===== src/rtl/enum_update_writer.sv =====
// Two-stage enum-indexed array writer: stage 0 captures sel/data, stage 1 commits to a
// 4-element register array with bounds checking, drop pulse and saturating drop counter.
module enum_update_writer #(
  parameter int DATA_W = 32,
  parameter int CNT_W  = 8
) (
  input  logic                clk,
  input  logic                rst,
  input  logic                in_valid,
  output logic                in_ready,
  input  logic [1:0]          sel,
  input  logic [DATA_W-1:0]   data,
  input  logic                clear,
  output logic [4*DATA_W-1:0] arr,
  output logic                wr_ack,
  output logic                oob_drop,
  output logic [CNT_W-1:0]    drop_count
);

  logic                p0_valid_q, p0_valid_d;
  logic [2:0]          p0_idx_q, p0_idx_d;
  logic [DATA_W-1:0]   p0_data_q, p0_data_d;
  logic [4*DATA_W-1:0] arr_q, arr_d;
  logic                wr_ack_q, wr_ack_d;
  logic                oob_drop_q, oob_drop_d;
  logic [CNT_W-1:0]    drop_count_q, drop_count_d;

  assign in_ready = !clear;

  // Index is kept at 3 bits so sel=3 lands on 4 and is caught by the range check
  // rather than silently wrapping onto element 0.
  always_comb begin
    p0_valid_d   = in_valid && in_ready;
    p0_idx_d     = {1'b0, sel} + 3'd1;
    p0_data_d    = data;
    arr_d        = arr_q;
    wr_ack_d     = 1'b0;
    oob_drop_d   = 1'b0;
    drop_count_d = drop_count_q;
    if (clear) begin
      arr_d = '0;
    end else if (p0_valid_q) begin
      if (p0_idx_q <= 3'd3) begin
        for (int i = 0; i < 4; i++) begin
          if (p0_idx_q[1:0] == i[1:0]) begin
            arr_d[DATA_W*i +: DATA_W] = p0_data_q;
          end
        end
        wr_ack_d = 1'b1;
      end else begin
        oob_drop_d = 1'b1;
        if (drop_count_q != '1) begin
          drop_count_d = drop_count_q + CNT_W'(1);
        end
      end
    end
  end

  always_ff @(posedge clk) begin
    if (rst) begin
      p0_valid_q   <= 1'b0;
      p0_idx_q     <= '0;
      p0_data_q    <= '0;
      arr_q        <= '0;
      wr_ack_q     <= 1'b0;
      oob_drop_q   <= 1'b0;
      drop_count_q <= '0;
    end else begin
      p0_valid_q   <= p0_valid_d;
      p0_idx_q     <= p0_idx_d;
      p0_data_q    <= p0_data_d;
      arr_q        <= arr_d;
      wr_ack_q     <= wr_ack_d;
      oob_drop_q   <= oob_drop_d;
      drop_count_q <= drop_count_d;
    end
  end

  assign arr        = arr_q;
  assign wr_ack     = wr_ack_q;
  assign oob_drop   = oob_drop_q;
  assign drop_count = drop_count_q;

endmodule


===== config.mk =====
export PLATFORM = sky130hd
export DESIGN_NAME = enum_update_writer
export DESIGN_NICKNAME = d
export VERILOG_FILES = /design/src/rtl/enum_update_writer.sv
export SDC_FILE = /design/constraint.sdc
export NUM_CORES = 1
export LEC_CHECK = 0
export ABC_CLOCK_PERIOD_IN_PS = 3400
export BUFFER_PORTS_ARGS = -buffer_cell sky130_fd_sc_hd__buf_4
export CAP_MARGIN = 20
export CELL_PAD_IN_SITES_DETAIL_PLACEMENT = 1
export CELL_PAD_IN_SITES_GLOBAL_PLACEMENT = 2
export CORE_UTILIZATION = 31
export CTS_CLUSTER_SIZE = 20
export DETAILED_ROUTE_END_ITERATION = 8
export PLACE_DENSITY_LB_ADDON = 0.08
export SYNTH_ARGS = -nofsm -noshare
export SYNTH_HDL_FRONTEND = slang
export SYNTH_SLANG_ARGS = --single-unit

===== constraint.sdc =====
create_clock -name clk -period 3.4 [get_ports clk]
set_clock_uncertainty 0.2 [all_clocks]
set_input_delay 0.17 -clock clk [delete_from_list [all_inputs] [get_ports clk]]
set_output_delay 0.17 -clock clk [all_outputs]
set_load 0.02 [all_outputs]

# Word level (Yosys, flattened, before mapping)
# Cells that the tools add are included.
# word_totals
out_inout_bits	139
in_bits	38
word_cells	32
register_bits	174
# classes
reduce_logical	10
n_mux	2
n_lt_le_gt_ge	1
n_addsub	2
n_bitwise	3
n_eq_ne	4
# ops
op	n
$reduce_and A3 Y1	4
$add A8 B1 Y8 const B	1
$ne A8 B8 Y1 const B	1
$eq A2 B2 Y1 const B	2
$reduce_and A4 Y1	1
$add A2 B1 Y3 const B	1
$le A3 B2 Y1 const B	1
$not A1 Y1	3
$reduce_or A3 Y1	1
$eq A2 B1 Y1 const B	1
$logic_not A2 Y1	1
$mux W1	2
$reduce_or A2 Y1	1
$logic_and A1 B1 Y1	1
$logic_not A1 Y1	1

# Logic depth before layout (Yosys ltp)
# Gate-level depths: netlist of run 1.
# logic_depth
ltp_word	3
mapped_depth	6
ltp_nobuf	5

# Least setup slack after synthesis of run 1
# OpenSTA, ideal clock, no wires.
# synth_path
path_type	register to register
start	reg drop_count_q[0] (netlist: drop_count[0])
end	reg drop_count_q[1] (netlist: drop_count[1])
path_stages_with_launch	6
synth_period_minus_slack_ns	1.713
path_slack_ns	1.687
n_path_buf	0
t_arrival_ns	1.385
required_time_ns	3.072
cell_sequence	dfxtp_1 -> ha_1 -> nand4_1 -> o21ai_0 -> mux2i_1 -> nor2_1
# synth_via
elab_chain_len	2
# synth_lines
element	line_no	source
start: declaration	26	logic [CNT_W-1:0] drop_count_q, drop_count_d;
start signal: assignment	75	drop_count_q <= drop_count_d;
branches (longest 2 deep; another with $add A8 B1 Y8)	n/a	
# Several ways; the timed one is not identified.
# A chain may end at the register's enable or synchronous reset.

# Final worst setup path of run 1
# layout_path
start	reg p0_valid_q
end	reg arr_q[45] (netlist: arr[45])
# layout_via
elab_chain_len	1
# layout_lines
element	line_no	source
start: declaration	20	logic p0_valid_q, p0_valid_d;
start signal: assignment	69	p0_valid_q <= p0_valid_d;
$reduce_and A3 Y1 (no source line)	n/a	
end signal: assignment	72	arr_q <= arr_d;
end: declaration	23	logic [4*DATA_W-1:0] arr_q, arr_d;
# No other way between the ends.

==> parameters.txt, run 1 <==
Parameter                              Value

Outcome
  Result of the run    finished, final reports clean

Synth
  Most common cell in the synthesized netlist    nand2_1
  Post-synth top cells    nand2_1 (257), dfxtp_1 (174), a21oi_1 (130), nor2b_1 (36), clkbuf_1 (23)
  Biggest area consumer among synthesized cells    dfxtp_1
  Synthesized Nets    730
  Post-synthesis cell area    5870 um2
  Ys flop type    dfxtp_1
  Largest cells by area after synthesis    dfxtp_1 (59%), nand2_1 (16%), a21oi_1 (11%), nor2b_1 (3.8%), buf_2 (1.9%)
  Main combinational cell family by area after synthesis    simple AND/OR/NAND/NOR gates
  Synthesized-area fraction occupied by and/or/nand/nor cells    approximately a quarter
  Share of cell area taken by muxes after synthesis    0.362%
  Synthesized-area fraction occupied by xor and xnor cells    0.149%
  Yosys warnings    0
  Avg Synthesized Cell Area    8.51 um2
  Count of state elements after synthesis    174
  Area share of the largest cell type after synthesis    59.3%
  Synthesized netlist cell count    690
  Fraction of registers with async set/reset    0%
  Post-Synth Adder-Cell Area    less than 1%
  Post-synth EDFFs    0
  Post-synthesis compound-gate area fraction    roughly an eighth
  Number of distinct library cells after synthesis    36
  Portion of the post-synthesis area used by sequential elements    between 50% and 60%

Routing
  Total via count after detailed routing    5,299
  Routed length per placed instance    17.0 um
  Number of routed nets with antenna violations    0
  Final WL    19,100 um
  # DRC    0
  Mean number of vias per cell    4.72
  1st-iter DRT viols    198
  Number of search-and-repair iterations in the first detailed-routing pass    4

Final layout
  Filler cell count in the final layout    2,120
  Ratio of cells with drive above 1 in the final layout    25.1%
  Area growth from synthesis to layout    42.2%
  Multi-input combinational cell area    2180 um2
  Diodes inserted    0
  Seq. cell area    3480 um2
  Total non-filler cell area in the finished layout    8350 um2
  Final core utilization    45.7%
  Layout net count    slightly above 900

Power and ir drop
  Static Leakage    3.24 nW
  Max rail drop VDD    about 0.32 mV
  Power Dens Cells    518 nW/um2
  Total power after layout    4.33 mW

Clocking
  CTS sink count    174
  TritonCTS Buffers    17
  Clock tree from TritonCTS    yes
  Root Driver    clkbuf_16
  H-tree level count    4
  Reg clk slew, reported paths    70 ps
  Clk buf depth    2
  Resized cells post-CTS    0
  Clock latency reported for the late side of the worst-skew pair    ~430 ps

STA
  Fin. max-slew vios    0
  Number of hold violations in the final report    0
  Measured slew at the worst slew-check pin    roughly 880 ps
  Period utilization    65.1%
  Max Fclk    452 MHz
  Final setup violation count    0
  Max_slew headroom    41.0%
  Setup repair after global routing missed its margin    no
  Final critical path time including I/O delays and setup    2210 ps
  Post-layout worst setup margin    1190 ps
  Setup tns final    0 ps

Global route
  Wire length of the first global-routing pass    30,200 um
  Global route overflow    0
  Vias in the first global route    5,559
  Global-route usage over all layers    20.2%
  Pin count of the biggest net entering global routing    57
  Number of antenna violations at the first check in global routing    0

Die
  Vert. Die Dim    140 um
  # rows    49
  Starting density of the core    ~32%
  Floorplan Core Area    roughly 18,000 um2
  Die boundary width    140 um
  Number of top-level pins    177
  DIE AREA    about 19,000 um2

Critical path
  Cell family with most CP delay    simple AND/OR/NAND/NOR gates
  Critical setup path kind    flop to flop
  Element type at the critical path end    flop
  Crit start category    flop
  Critical path buffer and inverter count    1
  Critical R2R Capture    arr[45]
  Worst r2r path cells    5
  Delay contributed by the slowest stage of the critical path    630 ps
  Highest fanout seen on the critical path    17
  FF-to-FF setup slack    1190 ps
  CP max stage cell    nand3b_1
  Crit path cell chain    and2b_1 > nand3b_1 > buf_4 > nand2_1 > a21oi_1
  Critical Path AT    2320 ps
  Worst r2r src    p0_valid_q
  Required time at the endpoint of the critical path    3510 ps
  Logic depth of the worst path, buffers included    5

Place
  Pre-CTS setup slack    around 1200 ps
  HPWL Detailed    12,800 um
  Final RePlAce weighted congestion    0.774
  Total of buffers placed on input and output ports    176
  Post-DP Area    7370 um2

Run
  Total of max-cap violations    0

Min path
  Hold Path Stages    3
  Hold Crit Endpoint    oob_drop
  Worst Hold Launch    clear
  Min-Delay Path Class    primary input to flop
-- stage by stage --
stage	hold WS [ps]	instances
CTS	62.6	1123
global placement	146	1056
finish	72.7	1123
detailed placement	155	1056
global route	64.3	1123
floorplan	42.4	690
-- state kept, by name, summed over array words and instances, names as in the netlist --
| register | cells |
|---|---|
| p0_data_q | 32 |
| drop_count | 8 |
| p0_idx_q | 3 |
| arr | 128 |
| p0_valid_q | 1 |
| wr_ack | 1 |
| oob_drop | 1 |
-- layout make-up --
class / instances / share of cell area, %
Multi-Input combinational cell: 465 / 26.2
Inverter: 3 / 0.135
Tap cell: 229 / 3.43
Clock buffer: 24 / 6.01
Timing Repair Buffer: 220 / 21.0
Sequential cell: 174 / 41.7
Clock inverter: 8 / 1.54
-- routing by layer --
metal / GRT usage (%) / vias up / part of all wire [%]
met3: 4.99 / 10 / 4.6
met5: 0 / - / 0
li1: - / 2610 / -
met2: 34.8 / 126 / 49
met4: 5.38 / 0 / 0.80
met1: 25.1 / 2553 / 46
-- cell usage in the layout, fill, tap and decap left out, types with 2 or more instances in the layout --
master	Yosys	final
nor3b_4	1	2
inv_1	3	3
bufinv_16	0	3
dlygate4sd3_1	0	35
o21bai_1	2	2
nand3_1	4	3
clkbuf_16	0	17
nand4_1	3	3
a31oi_1	3	3
nand2_1	257	257
buf_4	1	184
ha_1	2	2
nand3b_1	2	2
nor2b_1	36	36
a21oi_1	130	130
dfxtp_1	174	174
clkbuf_1	23	2
clkbuf_8	0	5
nor2_1	6	6
clkinv_4	0	3
-- worst max-delay path by stage --
stage	start	to
2_1_floorplan	drop_count[0]	drop_count[1]
3_3_place_gp	p0_idx_q[0]	arr[32]
3_5_place_dp	p0_valid_q	arr[45]
4_1_cts	p0_valid_q	arr[45]
5_1_grt	p0_idx_q[0]	arr[32]
6_report	p0_valid_q	arr[45]
-- worst register-to-register path, cell delays in order (launching register included) --
cell and delay (ps):
dfxtp_1 390, and2b_1 220, nand3b_1 630, buf_4 480, nand2_1 110, a21oi_1 70
-- what timing repair did --
| action | 4_1_cts | 5_1_grt |
|---|---|---|
| hold buffers | 35 | 0 |
| buffers inserted | 0 | 0 |
| hold endpoints to repair | 36 | 0 |
-- logic make-up (layout without fill, tap and decap cells) --
logic type	after synthesis	after routing
AOI/OAI and AO/OA	139	139
buffers and inverters	51	255
and+or+nand+nor	321	321
adders and majority gates	2	2
DFF	174	174
muxes	2	2
xor gates and xnor gates	1	1
-- where the power goes --
part / leakage [nW] / internal [mW] / total [mW] / switching [mW]
registers: 1.41 / 2.07 / 2.10 / 0.0348
clock network: 0.307 / 1.26 / 2.05 / 0.796
logic: 1.52 / 0.0862 / 0.174 / 0.0879
total: 3.24 / 3.41 / 4.33 / 0.919
Power figures use the tool's default switching activity.
==> inputs of run 2 (changes only) <==
--- a/config.mk
+++ b/config.mk
@@ -5,12 +5,13 @@
 export SDC_FILE = /design/constraint.sdc
 export NUM_CORES = 1
 export LEC_CHECK = 0
-export ABC_CLOCK_PERIOD_IN_PS = 3400
+export ABC_AREA = 1
+export ABC_CLOCK_PERIOD_IN_PS = 2300
 export BUFFER_PORTS_ARGS = -buffer_cell sky130_fd_sc_hd__buf_4
 export CAP_MARGIN = 20
 export CELL_PAD_IN_SITES_DETAIL_PLACEMENT = 1
 export CELL_PAD_IN_SITES_GLOBAL_PLACEMENT = 2
-export CORE_UTILIZATION = 31
+export CORE_UTILIZATION = 30
 export CTS_CLUSTER_SIZE = 20
 export DETAILED_ROUTE_END_ITERATION = 8
 export PLACE_DENSITY_LB_ADDON = 0.08
==> constraint.sdc (replaced) <==
create_clock -name clk -period 2.3 [get_ports clk]
set_clock_uncertainty 0.2 [all_clocks]
set_input_delay 0.115 -clock clk [delete_from_list [all_inputs] [get_ports clk]]
set_output_delay 0.115 -clock clk [all_outputs]
set_load 0.02 [all_outputs]
==> run 2 against run 1 <==
Against the previous run:
- die area is 14% higher
- combinational power is 67% higher
- largest power group unchanged
- critical path type unchanged
- maximum frequency up 24%
- critical path depth rose by 1
- clock power is 40% higher
- highest routed layer unchanged
- area after synthesis grew 11%
- largest cell class unchanged
- routed wire length up 5.1%
==> parameters.txt, run 2 <==
Parameter                              Value

Die
  Starting density of the core    30.8% (-1.4 points)
  Floorplan Core Area    21,200 um2 (+16%)
  Die boundary width    149 um (+6.9%)
  Vert. Die Dim    149 um (+6.9%)
  # rows    53 (+8.2%)
  Number of top-level pins    177 (unchanged)
  DIE AREA    22,300 um2 (+14%)

STA
  Number of hold violations in the final report    0 (unchanged)
  Max Fclk    559 MHz (+24%)
  Fin. max-slew vios    0 (unchanged)
  Measured slew at the worst slew-check pin    561 ps (-321 ps)
  Final setup violation count    0 (unchanged)
  Max_slew headroom    62.6% (+22 points)
  Setup repair after global routing missed its margin    no
  Setup tns final    0 ps (unchanged)
  Period utilization    77.7% (+13 points)
  Final critical path time including I/O delays and setup    1790 ps (-425 ps)

Final layout
  Area growth from synthesis to layout    35.8%
  Ratio of cells with drive above 1 in the final layout    33.3% (+8.2 points)
  Diodes inserted    0 (unchanged)
  Filler cell count in the final layout    2,519 (+19%)
  Largest register FFs    128 (unchanged)
  Leading cell type in the layout, fill and taps excluded    nand2_1
  Commonest cells after routing, fill and taps aside    nand2_1 (254), buf_4 (182), dfxtp_1 (174)
  Layout net count    998 (+8.4%)
  Non-filler instance count after layout    1,245 (+11%)

Power and ir drop
  Max rail drop VDD    0.490 mV (+51%)
  Static Leakage    3.47 nW (+7.1%)
  Power Dens Cells    711 nW/um2 (+37%)

Critical path
  Critical setup path kind    flop to flop
  Highest fanout seen on the critical path    32 (+15)
  FF-to-FF setup slack    510 ps (-680 ps)
  Worst r2r path cells    6 (+1)
  Crit start category    flop
  Setup crit end    arr[75]
  Logic depth of the worst path, buffers included    6 (+1)
  CP max stage cell    inv_4
  Worst r2r src    p0_valid_q
  Element type at the critical path end    flop
  Critical path buffer and inverter count    2 (+1)
  Critical Path AT    1930 ps (-390 ps)
  Crit path cell chain    nand2_2 > clkinv_4 > nand3_4 > inv_4 > nand2_1 > a21oi_2
  Required time at the endpoint of the critical path    2450 ps (-1060 ps)
  Critical Path Source    p0_valid_q
  Cell family with most CP delay    buffers and inverters
  Critical R2R Capture    arr[75]
  Delay contributed by the slowest stage of the critical path    410 ps (-220 ps)

Clocking
  TritonCTS Buffers    17 (unchanged)
  Root Driver    clkbuf_16
  H-tree level count    4 (unchanged)
  Clk buf depth    2 (unchanged)
  Reg clk slew, reported paths    70 ps (about the same)
  Resized cells post-CTS    0 (unchanged)
  Clock tree from TritonCTS    yes
  CTS sink count    174 (unchanged)
  Post-CTS Setup Bufs    0 (unchanged)
  Clock latency reported for the late side of the worst-skew pair    430 ps (about the same)

Synth
  Yosys warnings    0 (unchanged)
  Portion of the post-synthesis area used by sequential elements    53.5% (-5.8 points)
  Synthesized-area fraction occupied by xor and xnor cells    0% (-0.15 points)
  Post-synthesis compound-gate area fraction    13.7% (+1.5 points)
  Avg Synthesized Cell Area    8.55 um2 (+0.47%)
  Largest cells by area after synthesis    dfxtp_1 (54%), nand2_1 (15%), a21oi_2 (8.1%), a21oi_1 (5.5%), nand2_2 (3.2%)
  Most common cell in the synthesized netlist    nand2_1
  Post-synth top cells    nand2_1 (254), dfxtp_1 (174), a21oi_1 (72), a21oi_2 (60), nor2_1 (50)
  Number of distinct library cells after synthesis    28 (-22%)
  Synthesized-area fraction occupied by and/or/nand/nor cells    23.2% (-0.50 points)
  Ys flop type    dfxtp_1
  Main combinational cell family by area after synthesis    simple AND/OR/NAND/NOR gates
  Fraction of registers with async set/reset    0% (unchanged)
  Post-synth EDFFs    0 (unchanged)
  Count of state elements after synthesis    174 (unchanged)
  Area share of the largest cell type after synthesis    53.5% (-5.8 points)
  Post-Synth Adder-Cell Area    0.385% (-0.042 points)
  Post-synthesis cell area    6500 um2 (+11%)
  Share of cell area taken by muxes after synthesis    0% (-0.36 points)
  Synthesized Nets    801 (+9.7%)
  Synthesized netlist cell count    761 (+10%)
  Biggest area consumer among synthesized cells    dfxtp_1

Routing
  Routed length per placed instance    16.1 um (-5.2%)
  Final WL    20,100 um (+5.1%)
  Total via count after detailed routing    5,632 (+6.3%)
  Number of search-and-repair iterations in the first detailed-routing pass    4 (unchanged)
  Mean number of vias per cell    4.52 (-4.1%)
  # DRC    0 (unchanged)
  1st-iter DRT viols    174 (-12%)
  Number of routed nets with antenna violations    0 (unchanged)

Min path
  Min-Delay Path Class    primary input to flop
  Worst Hold Launch    sel[0]

Place
  Total of buffers placed on input and output ports    176 (unchanged)
  Number of placed instances with taps included    1,176 (+11%)
  Final RePlAce weighted congestion    0.714 (-7.7%)
  HPWL Detailed    13,500 um (+5.3%)

Global route
  Number of antenna violations at the first check in global routing    0 (unchanged)
  Vias in the first global route    5,834 (+4.9%)
  Global route overflow    0 (unchanged)
  Wire length of the first global-routing pass    31,900 um (+5.6%)
  Pin count of the biggest net entering global routing    66 (+16%)
  Global-route usage over all layers    18.8% (-1.4 points)

Outcome
  Result of the run    finished, final reports clean

Run
  Total of max-cap violations    0 (unchanged)
## run 2: changes by cell type after synthesis, sizes merged, moves of 3 or more
cell,change
inv,+49
nor2,+46
nor2b,-36
nand2,+31
clkbuf,-20
buf,+15
nand3,+6
a31oi,-3
## run 2: worst min path at each step
| stage | end | slack [ps] | cells past startpoint |
|---|---|---|---|
| finish | p0_idx_q[0] | 210 | 3 |
| global route | p0_idx_q[0] | 200 | 3 |
| CTS | p0_idx_q[0] | 190 | 3 |
| detailed placement | p0_idx_q[0] | 110 | 2 |
| global placement | p0_idx_q[0] | 110 | 2 |
| floorplan | p0_idx_q[0] | -10 | 1 |
## run 2: cells by family after synthesis
family,after synthesis
AND/OR/NAND/NOR,355
AO/OA/AOI/OAI,133
adder cells (fa/ha/maj),2
buffers and inverters,97
flip-flops,174
## run 2: power by group
| group | total [mW] | internal (mW) | leakage, nW | switching (mW) |
|---|---|---|---|---|
| Sequential | 3.11 | 3.05 | 1.41 | 0.0546 |
| Combinational | 0.290 | 0.126 | 1.78 | 0.165 |
| Clock | 2.88 | 1.63 | 0.275 | 1.25 |
| Total | 6.28 | 4.81 | 3.47 | 1.47 |
## run 2: through the flow
step | hold slack, ps | utilization [%] | setup WS (ps) | power, mW | cell area [um2]
final | 213 | 41.7 | 512 | 6.28 | 8830
after global routing | 200 | 41.7 | 340 | 6.53 | 8830
after CTS | 190 | 41.7 | 465 | 6.37 | 8830
after detailed placement | 105 | 37.2 | 481 | 3.42 | 7870
after global placement | 109 | 37.2 | 563 | 3.42 | 7870
after floorplan | -12.6 | - | 741 | 3.31 | 6500
## run 2: cell type report
class	instances	area [um2]	area share, %
Multi-Input combinational cell	490	2440	27.6
Timing Repair Buffer	221	1770	20.0
Sequential cell	174	3480	39.4
Clock inverter	13	140	1.59
Tap cell	275	344	3.90
Clock buffer	18	439	4.97
Inverter	54	219	2.48
## run 2: routing by layer
layer	global-route usage, %	part of all wire [%]	wire (um)
met1	24.1	46	9330
met2	31.6	48	9710
met3	3.98	4.1	833
met4	5.66	1.1	216
met5	0	0	0
## run 2: worst reg2reg max path, cell delays in order (launching register included)
cell	delay (ps)
dfxtp_1	380
nand2_2	100
clkinv_4	90
nand3_4	220
inv_4	420
nand2_1	140
a21oi_2	150
## run 2: what timing repair did
action                     4_1_cts  5_1_grt
hold endpoints to repair        41        0
hold buffers                    38        0
setup endpoints to repair        0        0
==> inputs of run 3 (changes only) <==
--- a/config.mk
+++ b/config.mk
@@ -6,12 +6,12 @@
 export NUM_CORES = 1
 export LEC_CHECK = 0
 export ABC_AREA = 1
-export ABC_CLOCK_PERIOD_IN_PS = 2300
+export ABC_CLOCK_PERIOD_IN_PS = 1600
 export BUFFER_PORTS_ARGS = -buffer_cell sky130_fd_sc_hd__buf_4
 export CAP_MARGIN = 20
 export CELL_PAD_IN_SITES_DETAIL_PLACEMENT = 1
 export CELL_PAD_IN_SITES_GLOBAL_PLACEMENT = 2
-export CORE_UTILIZATION = 30
+export CORE_UTILIZATION = 27
 export CTS_CLUSTER_SIZE = 20
 export DETAILED_ROUTE_END_ITERATION = 8
 export PLACE_DENSITY_LB_ADDON = 0.08
==> constraint.sdc (replaced) <==
create_clock -name clk -period 1.6 [get_ports clk]
set_clock_uncertainty 0.2 [all_clocks]
set_input_delay 0.08 -clock clk [delete_from_list [all_inputs] [get_ports clk]]
set_output_delay 0.08 -clock clk [all_outputs]
set_load 0.02 [all_outputs]
==> run 3 against run 2 <==
Against the previous run:
- sequential share of layout area down 1.8 points
- sequential cell count unchanged
- critical endpoint is now arr[46]
- first-iteration DRC count down 9.8%
==> parameters.txt, run 3 (synthesis gave the netlist of run 2 again) <==
Parameter                              Value

Outcome
  Result of the run    finished, final reports clean

Place
  Final RePlAce weighted congestion    0.720 (+0.78%)
  Total of buffers placed on input and output ports    176 (unchanged)
  HPWL Detailed    14,100 um (+4.8%)

Die
  Floorplan Core Area    23,500 um2 (+11%)
  # rows    56 (+5.7%)
  Number of top-level pins    177 (unchanged)
  DIE AREA    24,700 um2 (+11%)
  Die boundary width    157 um (+5.3%)
  Starting density of the core    27.6% (-3.1 points)
  Vert. Die Dim    157 um (+5.3%)

Routing
  1st-iter DRT viols    157 (-9.8%)
  Number of routed nets with antenna violations    0 (unchanged)
  Topmost layer with routed signal wires    met4
  Routed length per placed instance    15.9 um (-1.2%)
  # DRC    0 (unchanged)
  Number of search-and-repair iterations in the first detailed-routing pass    4 (unchanged)
  Mean number of vias per cell    4.35 (-3.9%)
  Wire length on met2    10,200 um (+4.9%)
  Final WL    20,800 um (+3.4%)
  Met3 WL    776 um (-6.8%)
  Total via count after detailed routing    5,664 (+0.57%)
  Met1 wire length    9560 um (+2.4%)

STA
  Fin. max-slew vios    0 (unchanged)
  Max_slew headroom    63.3% (+0.79 points)
  Number of hold violations in the final report    0 (unchanged)
  Period utilization    91.7%
  Final setup violation count    0 (unchanged)
  Setup tns final    0 ps (unchanged)
  Final critical path time including I/O delays and setup    1470 ps
  Setup repair after global routing missed its margin    no
  Max Fclk    682 MHz
  Measured slew at the worst slew-check pin    550 ps (-11.1 ps)

Critical path
  FF-to-FF setup slack    150 ps (-360 ps)
  Crit start category    primary input
  Highest fanout seen on the critical path    56 (+75%)
  Setup crit end    arr[46]
  Critical Path Source    rst
  Crit path cell chain    dlygate4sd3_1 > buf_4 > inv_2 > nand2_8 > buf_12 > a21oi_1
  Critical setup path kind    primary input to flop
  Worst r2r src    drop_count[1]
  Critical R2R Capture    drop_count[6]
  Element type at the critical path end    flop
  Required time at the endpoint of the critical path    1740 ps (-710 ps)
  Worst r2r path cells    8 (+2)
  Logic depth of the worst path, buffers included    6 (unchanged)
  Delay contributed by the slowest stage of the critical path    540 ps (+130 ps)
  Critical path buffer and inverter count    4 (+2)
  CP max stage cell    dlygate4sd3_1
  Critical Path AT    1610 ps (-320 ps)
  Cell family with most CP delay    buffers and inverters

Final layout
  Ratio of cells with drive above 1 in the final layout    34.1% (+0.85 points)
  Commonest cells after routing, fill and taps aside    nand2_1 (254), buf_4 (182), dfxtp_1 (174)
  Area growth from synthesis to layout    42.1%
  Leading cell type in the layout, fill and taps excluded    nand2_1
  Diodes inserted    0 (unchanged)
  Layout net count    1,012 (+1.4%)
  Largest register FFs    128 (unchanged)

Clocking
  Clock latency reported for the late side of the worst-skew pair    420 ps (about the same)
  Clk buf depth    2 (unchanged)
  Reg clk slew, reported paths    60 ps (about the same)
  H-tree level count    4 (unchanged)
  CTS sink count    174 (unchanged)
  Post-CTS Setup Bufs    0 (unchanged)
  Root Driver    clkbuf_16
  TritonCTS Buffers    17 (unchanged)
  Clock tree from TritonCTS    yes

Global route
  Pin count of the biggest net entering global routing    57 (-14%)
  Vias in the first global route    5,990 (+2.7%)
  Wire length of the first global-routing pass    32,300 um (+1.5%)
  Global-route usage over all layers    17.3% (-1.5 points)
  Global route overflow    0 (unchanged)
  Number of antenna violations at the first check in global routing    0 (unchanged)

Min path
  Min-Delay Path Class    primary input to flop
  Hold Path Stages    3 (unchanged)
  Worst Hold Launch    sel[0]

Power and ir drop
  Max rail drop VDD    0.502 mV (+2.4%)
  Static Leakage    3.65 nW (+5.3%)
  Power Dens Cells    1020 nW/um2 (+43%)
  Total power after layout    9.40 mW (+50%)

Run
  Total of max-cap violations    0 (unchanged)
run 3: how the worst min path moves through the flow:
stage	end
after detailed placement	p0_idx_q[0]
after global placement	p0_idx_q[0]
final	p0_idx_q[0]
after global routing	p0_idx_q[0]
after floorplan	p0_idx_q[0]
after CTS	p0_idx_q[0]
run 3: final cells by class:
type,count,area (um2)
repair buffers,235,2050
multi-input cells,490,2460
clock buffers,18,429
flip-flops and latches,174,3480
clock inverters,13,208
fillers,2774,14300
inverters,54,221
well taps,319,399
run 3: stage by stage:
| stage | worst slack [ps] | hold slack, ps | cells | area [um2] | utilization [%] |
|---|---|---|---|---|---|
| after CTS | 73.3 | 147 | 1303 | 9220 | 39.2 |
| after detailed placement | 85.2 | 56.6 | 1234 | 8210 | 34.9 |
| after global placement | 148 | 59.8 | 1234 | 8210 | 34.9 |
| after global routing | 15.8 | 161 | 1303 | 9250 | 39.3 |
| final | 134 | 167 | 1303 | 9250 | 39.3 |
| after floorplan | 41.1 | -47.6 | 761 | 6500 | - |
run 3: where the power goes:
part	switching, mW	internal, mW	leakage (nW)
clock network	1.83	2.65	0.306
registers	0.0778	4.39	1.41
logic	0.245	0.206	1.93
total	2.15	7.24	3.65
run 3: routing by layer:
metal,GRT usage [%],vias to the layer above
met5,0,-
met4,5.09,0
met3,3.14,21
met2,29.2,120
met1,22.4,2727
li1,-,2796
run 3: worst register-to-register path, stage by stage (launching register included):
cell and delay (ps):
dfxtp_1 350, ha_1 180, nand2_1 100, nor2_4 130, nand2_4 110, nand2_8 110, nand2_1 60, nand2_1 60
nor2_1 50
run 3: what timing repair did:
item,CTS,global route
resized for setup,0,4
setup endpoints to repair,0,7
hold endpoints to repair,70,0
hold buffers,38,0
